## config.mk

```make
export PLATFORM = sky130hd
export DESIGN_NAME = cam_tag_array
export DESIGN_NICKNAME = d
export VERILOG_FILES = /design/src/rtl/cam_pkg.sv /design/src/rtl/cam_first_resolver.sv /design/src/rtl/cam_tag_array.sv
export SDC_FILE = /design/constraint.sdc
export NUM_CORES = 1
export LEC_CHECK = 0
export CAP_MARGIN = 25
export CORE_ASPECT_RATIO = 0.9
export CORE_MARGIN = 8
export CORE_UTILIZATION = 49
export CTS_BUF_LIST = sky130_fd_sc_hd__clkbuf_4 sky130_fd_sc_hd__clkbuf_8
export CTS_CLUSTER_DIAMETER = 50
export DETAILED_ROUTE_END_ITERATION = 6
export HOLD_SLACK_MARGIN = 0.12
export PLACE_DENSITY = 0.8
export SLEW_MARGIN = 20
export SYNTH_ARGS = -nofsm -noshare
export SYNTH_HDL_FRONTEND = slang
export SYNTH_SLANG_ARGS = --single-unit
export TNS_END_PERCENT = 20
```

## constraint.sdc

```tcl
create_clock -name CLK -period 3.07 [get_ports CLK]
set_clock_uncertainty 0.15 [all_clocks]
set_input_delay 0.4605 -clock CLK [delete_from_list [all_inputs] [get_ports CLK]]
set_output_delay 0.4605 -clock CLK [all_outputs]
set_load 0.005 [all_outputs]
```

## src/rtl/cam_pkg.sv

```systemverilog
// Shared definitions for the CAM tag array: operation codes applied to the tag register file.
package cam_pkg;

  localparam int TAG_OP_W = 3;

  typedef enum logic [TAG_OP_W-1:0] {
    TAG_NOP          = 3'd0,
    TAG_SET_ALL      = 3'd1,
    TAG_CLEAR_ALL    = 3'd2,
    TAG_LOAD         = 3'd3,
    TAG_AND          = 3'd4,
    TAG_OR           = 3'd5,
    TAG_SELECT_FIRST = 3'd6,
    TAG_STEP         = 3'd7
  } tag_op_t;

endpackage

```

## src/rtl/cam_first_resolver.sv

```systemverilog
// Find-first-set over the tag vector: log-depth prefix-OR tree yielding found flag, index and one-hot mask.
module cam_first_resolver #(
  parameter int N_WORDS = 100,
  parameter int IDX_W   = $clog2(N_WORDS)
) (
  input  logic [N_WORDS-1:0] vec_i,
  output logic               found_o,
  output logic [IDX_W-1:0]   idx_o,
  output logic [N_WORDS-1:0] onehot_o
);

  localparam int LVLS = $clog2(N_WORDS);

  // pfx[LVLS][i] is the OR of vec_i[0..i] (inclusive prefix)
  logic [N_WORDS-1:0] pfx [LVLS+1];

  always_comb begin
    pfx[0] = vec_i;
    for (int l = 0; l < LVLS; l++) begin
      pfx[l+1] = pfx[l] | (pfx[l] << (1 << l));
    end
  end

  assign found_o  = pfx[LVLS][N_WORDS-1];
  assign onehot_o = vec_i & ~(pfx[LVLS] << 1);

  always_comb begin
    idx_o = '0;
    for (int i = 0; i < N_WORDS; i++) begin
      if (onehot_o[i]) idx_o = idx_o | IDX_W'(i);
    end
  end

endmodule

```

## src/rtl/cam_tag_array.sv

```systemverilog
// Tag register file for the CAM parallel processor: captures match lines, combines them with
// existing tags and resolves multiple responders (select-first and one-per-cycle stepping).
module cam_tag_array
  import cam_pkg::*;
#(
  parameter int N_WORDS = 100,
  parameter int IDX_W   = $clog2(N_WORDS),
  parameter int CNT_W   = $clog2(N_WORDS + 1)
) (
  input  logic               CLK,
  input  logic               RST_N,
  input  logic               op_valid,
  input  tag_op_t            op,
  input  logic [N_WORDS-1:0] match_lines,
  output logic [N_WORDS-1:0] tags,
  output logic               some,
  output logic               none,
  output logic [IDX_W-1:0]   first_idx,
  output logic               step_valid,
  output logic [IDX_W-1:0]   step_idx,
  output logic [CNT_W-1:0]   step_count
);

  logic [N_WORDS-1:0] tags_q, tags_d;
  logic               step_valid_q, step_valid_d;
  logic [IDX_W-1:0]   step_idx_q, step_idx_d;
  logic [CNT_W-1:0]   step_count_q, step_count_d;

  logic               found;
  logic [IDX_W-1:0]   ff_idx;
  logic [N_WORDS-1:0] ff_onehot;

  function automatic logic [CNT_W-1:0] sat_inc(input logic [CNT_W-1:0] c);
    return (c == CNT_W'(N_WORDS)) ? c : c + CNT_W'(1);
  endfunction

  cam_first_resolver #(
    .N_WORDS (N_WORDS),
    .IDX_W   (IDX_W)
  ) u_first (
    .vec_i    (tags_q),
    .found_o  (found),
    .idx_o    (ff_idx),
    .onehot_o (ff_onehot)
  );

  always_comb begin
    tags_d       = tags_q;
    step_valid_d = 1'b0;
    step_idx_d   = step_idx_q;
    step_count_d = step_count_q;
    if (op_valid) begin
      case (op)
        TAG_SET_ALL: begin
          tags_d       = '1;
          step_count_d = '0;
        end
        TAG_CLEAR_ALL: begin
          tags_d       = '0;
          step_count_d = '0;
        end
        TAG_LOAD: begin
          tags_d       = match_lines;
          step_count_d = '0;
        end
        TAG_AND:          tags_d = tags_q & match_lines;
        TAG_OR:           tags_d = tags_q | match_lines;
        TAG_SELECT_FIRST: tags_d = ff_onehot;
        TAG_STEP: begin
          // An empty array makes STEP a no-op, including the counter
          if (found) begin
            tags_d       = tags_q & ~ff_onehot;
            step_valid_d = 1'b1;
            step_idx_d   = ff_idx;
            step_count_d = sat_inc(step_count_q);
          end
        end
        default: ;
      endcase
    end
  end

  always_ff @(posedge CLK or negedge RST_N) begin
    if (!RST_N) begin
      tags_q       <= '0;
      step_valid_q <= 1'b0;
      step_idx_q   <= '0;
      step_count_q <= '0;
    end else begin
      tags_q       <= tags_d;
      step_valid_q <= step_valid_d;
      step_idx_q   <= step_idx_d;
      step_count_q <= step_count_d;
    end
  end

  assign tags       = tags_q;
  assign some       = found;
  assign none       = ~found;
  assign first_idx  = ff_idx;
  assign step_valid = step_valid_q;
  assign step_idx   = step_idx_q;
  assign step_count = step_count_q;

endmodule
```

==> metrics, run 1 <==
Rows 53; clk buf depth 2; post-synth net total 1776; Num CTS Buffers 17; Distinct cells, synth 84; cell count after placement 2525; clk root buf clkbuf_8; ys async rst share 100%; DP Worst Slack -1.03 ns; largest net degree at the start of global routing 123; Stop Error [ERROR GRT-0232] Routing congestion too high. Check the congestion heatmap in the GUI.; Syn Area/Cell 6.92 sq um; area leader, netlist dfrtp_1; Initial Util 49.6%; routability cong. 1.34; top cells by area, synth dfrtp_1 (25%), a21oi_1 (8.5%), nor2_1 (8.3%); io pins 230; worst ep type primary output; share of the synthesized area in the top cell type 24.9%; Total Routing Usage GR 75.5%; post-GRT worst EP first_idx[2]; Yosys reg bits 115; Halt Stage global routing; total gr overflow 87; status stopped before the end; Num Clock Sinks 115; synthesized cell area 11500 sq um; Port Buf Inserts 229; Seq/Total Area, Yosys 24.9%; ys flop type dfrtp_1; cells after synthesis 1668; Ys Warns 0; HPWL after detailed placement 47.2 mm; Post-synth EDFFs 0; Die Y-Extent 162 um; die width 178 um; H-tree depth 4
-- routing by layer --
layer / GRT overflow / GRT usage [%]
met1: 4 / 75.2
met2: 47 / 85.6
met3: 10 / 72.9
met4: 26 / 64.5
met5: 0 / 48.3
-- kinds of logic after synthesis --
| group | Yosys count | synth area share, % |
|---|---|---|
| simple gates | 726 | 33.2 |
| compound gates | 641 | 33.7 |
| buf+inv | 165 | 6.34 |
| flops | 115 | 24.9 |
| mux | 8 | 0.694 |
| xor+xnor | 7 | 0.531 |
| fa+ha+maj | 6 | 0.564 |
-- cell usage after synthesis, drive strengths merged, types with 7 or more instances --
| cell type | n |
|---|---|
| and3 | 37 |
| a31oi | 24 |
| o21ai | 182 |
| o22ai | 109 |
| nor4b | 10 |
| or4 | 15 |
| inv | 25 |
| clkbuf | 107 |
| dfrtp | 115 |
| nor3 | 68 |
| or3 | 9 |
| nor2 | 254 |
| a41oi | 7 |
| nand4 | 35 |
| nor4 | 57 |
| a211oi | 53 |
| a21oi | 198 |
| nand2 | 104 |
| nand4b | 10 |
| nor3b | 7 |
| and4 | 15 |
| buf | 33 |
| a22o | 14 |
| mux2i | 8 |
| nand3 | 55 |
| and2 | 14 |
| nor2b | 7 |
-- timing repair --
action,4_1_cts
gates cloned,2
gates resized for setup,213
pin swaps,42
hold buffers,1
setup endpoints to repair,121
setup buffers,65
hold endpoints to repair,40
-- per-stage QoR --
| stage | utilization [%] | hold WS [ns] | instance area, sq um |
|---|---|---|---|
| detailed placement | 74.4 | 0.345 | 17300 |
| floorplan | - | 0.0149 | 11600 |
| global placement | 74.4 | 0.341 | 17300 |
| CTS | 81.0 | 0.300 | 18900 |
==> inputs of run 2 (changes only) <==
Settings changed: CORE_ASPECT_RATIO 0.9 to default, CORE_UTILIZATION 49 to 40, CTS_BUF_LIST sky130_fd_sc_hd__clkbuf_4 sky130_fd_sc_hd__clkbuf_8 to default, CTS_CLUSTER_DIAMETER 50 to default, HOLD_SLACK_MARGIN 0.12 to default, PLACE_DENSITY 0.8 to default, PLACE_DENSITY_LB_ADDON from default to 0.15.
Clock period 3.07 ns to 4 ns, I/O delays scaled along.
==> run 2 against run 1 <==
Effect of this change:
- the flow now finishes, with violations (setup timing)
- area after synthesis unchanged
- synthesized cell count did not move
==> metrics, run 2 <==
clk root buf clkbuf_16; cells after synthesis 1668 (unchanged); Distinct cells, synth 84 (unchanged); largest net degree at the start of global routing 124; endpoint type of the worst setup path output port; Num CTS Buffers 17 (unchanged); Largest register FFs 100; ys flop type dfrtp_1; R2R depth 13; total gr overflow 0; Req. time, crit path 3.25 ns; Die Y-Extent 186 um (+15%); drt pass-1 iters 6; Rows 62 (+17%); initial DRC count 2565; routed wire length per instance 27.4 um; Tcrit/Tclk final 103%; vias per cell 6.65; Fin. Hold Viols 0; setup slack after layout -0.105 ns; post-route ant nets 0; max-cap violation count 0; Worst-Skew Late Latency 0.46 ns; Port Buf Inserts 229 (unchanged); Worst Hold Class in -> async; Fill cells 2675; crit path kind reg -> out; global-route wire length before repair 102 mm; Min Clock Period, post-route 4.11 ns; HPWL after detailed placement 53.0 mm (+12%); routability cong. 1.05 (-21%); synthesized cell area 11500 sq um (unchanged); RSZ-0062 raised after global routing yes; post-synth net total 1776 (unchanged); Syn Area/Cell 6.92 sq um (unchanged); top cells by area, synth dfrtp_1 (25%), a21oi_1 (8.5%), nor2_1 (8.3%); H-tree depth 4 (unchanged); reg2reg start tags[53]; Worst R2R End tags[39]; P_leak 7.09 nW; Seq/Total Area, Yosys 24.9% (unchanged); CP Capture Point first_idx[6]; Final Core Density 61.0%; share of layout cells above drive strength 1 22.9%; commonest non-fill, non-tap cell in the layout buf_4; Num Clock Sinks 115 (unchanged); Synth-to-Final Area Change 50.8%; synth cell count leaders nor2_1 (254), a21oi_1 (197), o21ai_0 (177); max-slew violation count 0; Power Density 321 nW/um^2; critical path startpoint tags[36]; VDD IR max 0.000327 V; relative max-transition margin 33.4%; status complete, but fails checks; Residual DRC 0; share of the synthesized area in the top cell type 24.9% (unchanged); Initial Util 40.4% (-9.2 points); Total Routing Usage GR 39.2%; # setup viols final 7; initial antenna violation count 5; Slew @ Worst Pin 0.997 ns; WL final 69.2 mm; DP Worst Slack -0.300 ns (+0.728 ns); Ys Warns 0 (unchanged); critical path arrival 3.36 ns; fmax 244 MHz; Post-synth EDFFs 0 (unchanged); clk buf depth 2 (unchanged); Yosys reg bits 115 (unchanged); Vias 16800; ys async rst share 100% (unchanged); critical-path maximum fanout 4; Worst setup SP type flop; most frequent cells in the layout buf_4 (339), nor2_1 (247), clkdlybuf4s50_1 (217); die width 186 um (+4.5%); Core Region 28500 sq um; area leader, netlist dfrtp_1; worst hold slack 0.0726 ns; io pins 230 (unchanged); most common cell in the netlist nor2_1; failing checks setup timing; Nets 2238; clk slew on worst S/H paths 0.06 ns; Die Area 34500 sq um; CTS tree built; vias in the first global route 15500; reg2reg setup slack 0.17 ns
## run 2: cell counts after synthesis
No cell type changed its count.
## run 2: kinds of logic after synthesis
family                     Yosys count  synth area share [%]
and+or+nand+nor                    726                  33.2
AOI/OAI and AO/OA                  641                  33.7
buffers and inverters              165                  6.34
DFF                                115                  24.9
muxes                                8                 0.694
xor gates and xnor gates             7                 0.531
adders and majority gates            6                 0.564
## run 2: per-stage QoR
stage	power (W)	area, sq um	setup TNS [ns]	instances
floorplan	0.00250	11500	0	1668
global placement	0.00387	16300	-1.29	2469
detailed placement	0.00390	16300	-1.22	2469
CTS	0.00551	17300	-0.677	2522
global route	0.00580	17400	-1.04	2526
finish	0.00559	17400	-0.560	2527
## run 2: worst min-delay path by stage
stage                                to  cells past startpoint  slack (ns)        start
after floorplan           step_count[0]                      0        0.15        RST_N
after global placement      step_idx[0]                      2        0.37  step_idx[0]
after detailed placement    step_idx[0]                      2        0.37  step_idx[0]
after CTS                      tags[12]                      1        0.11        RST_N
after global routing           tags[15]                      1        0.12        RST_N
final                          tags[15]                      1        0.07        RST_N
## run 2: report_power, final
| group | total [W] | internal (W) | switching [W] |
|---|---|---|---|
| combinational | 0.00245 | 0.00113 | 0.00132 |
| clock | 0.00157 | 0.000964 | 0.000610 |
| sequential | 0.00157 | 0.00134 | 0.000236 |
| total | 0.00559 | 0.00343 | 0.00216 |
## run 2: final cells by class
type,count,area (sq um),share of cell area [%]
antenna,1,2.50,0.0144
clock buffer,19,433,2.49
clock inverter,12,140,0.805
inverter,25,95.1,0.546
multi-input combinational,1388,8310,47.8
sequential,115,2880,16.5
tap,384,480,2.76
timing repair buffer,583,5060,29.1
## run 2: layer usage
metal  global-route usage (%)  up-vias  wire length, um
li1                         -     7305                -
met4                     15.6        4             2720
met5                        0        -               23
met2                     58.3     1229            29500
met3                     8.82      186             8350
met1                     54.4     8074            28500
## run 2: what timing repair did
action | in CTS | in global routing
gates cloned | 0 | 0
pin swaps | 21 | 17
hold buffers | 0 | 0
endpoints found under the setup margin | 9 | 10
buffers inserted | 22 | 5
gates resized for setup | 90 | 26
## run 2: worst max-delay path, stage by stage (launching register included)
cell and delay [ns]:
dfrtp_1 0.42, nor4_4 0.35, buf_4 0.18, buf_6 0.11, nand4_1 0.10, or4_4 0.61
or4_4 0.46, buf_6 0.14, o41ai_4 0.05, nor3_2 0.10, and3_4 0.19, nand2_2 0.09
buf_6 0.10
Note: power is estimated with default switching activity, not from simulation.
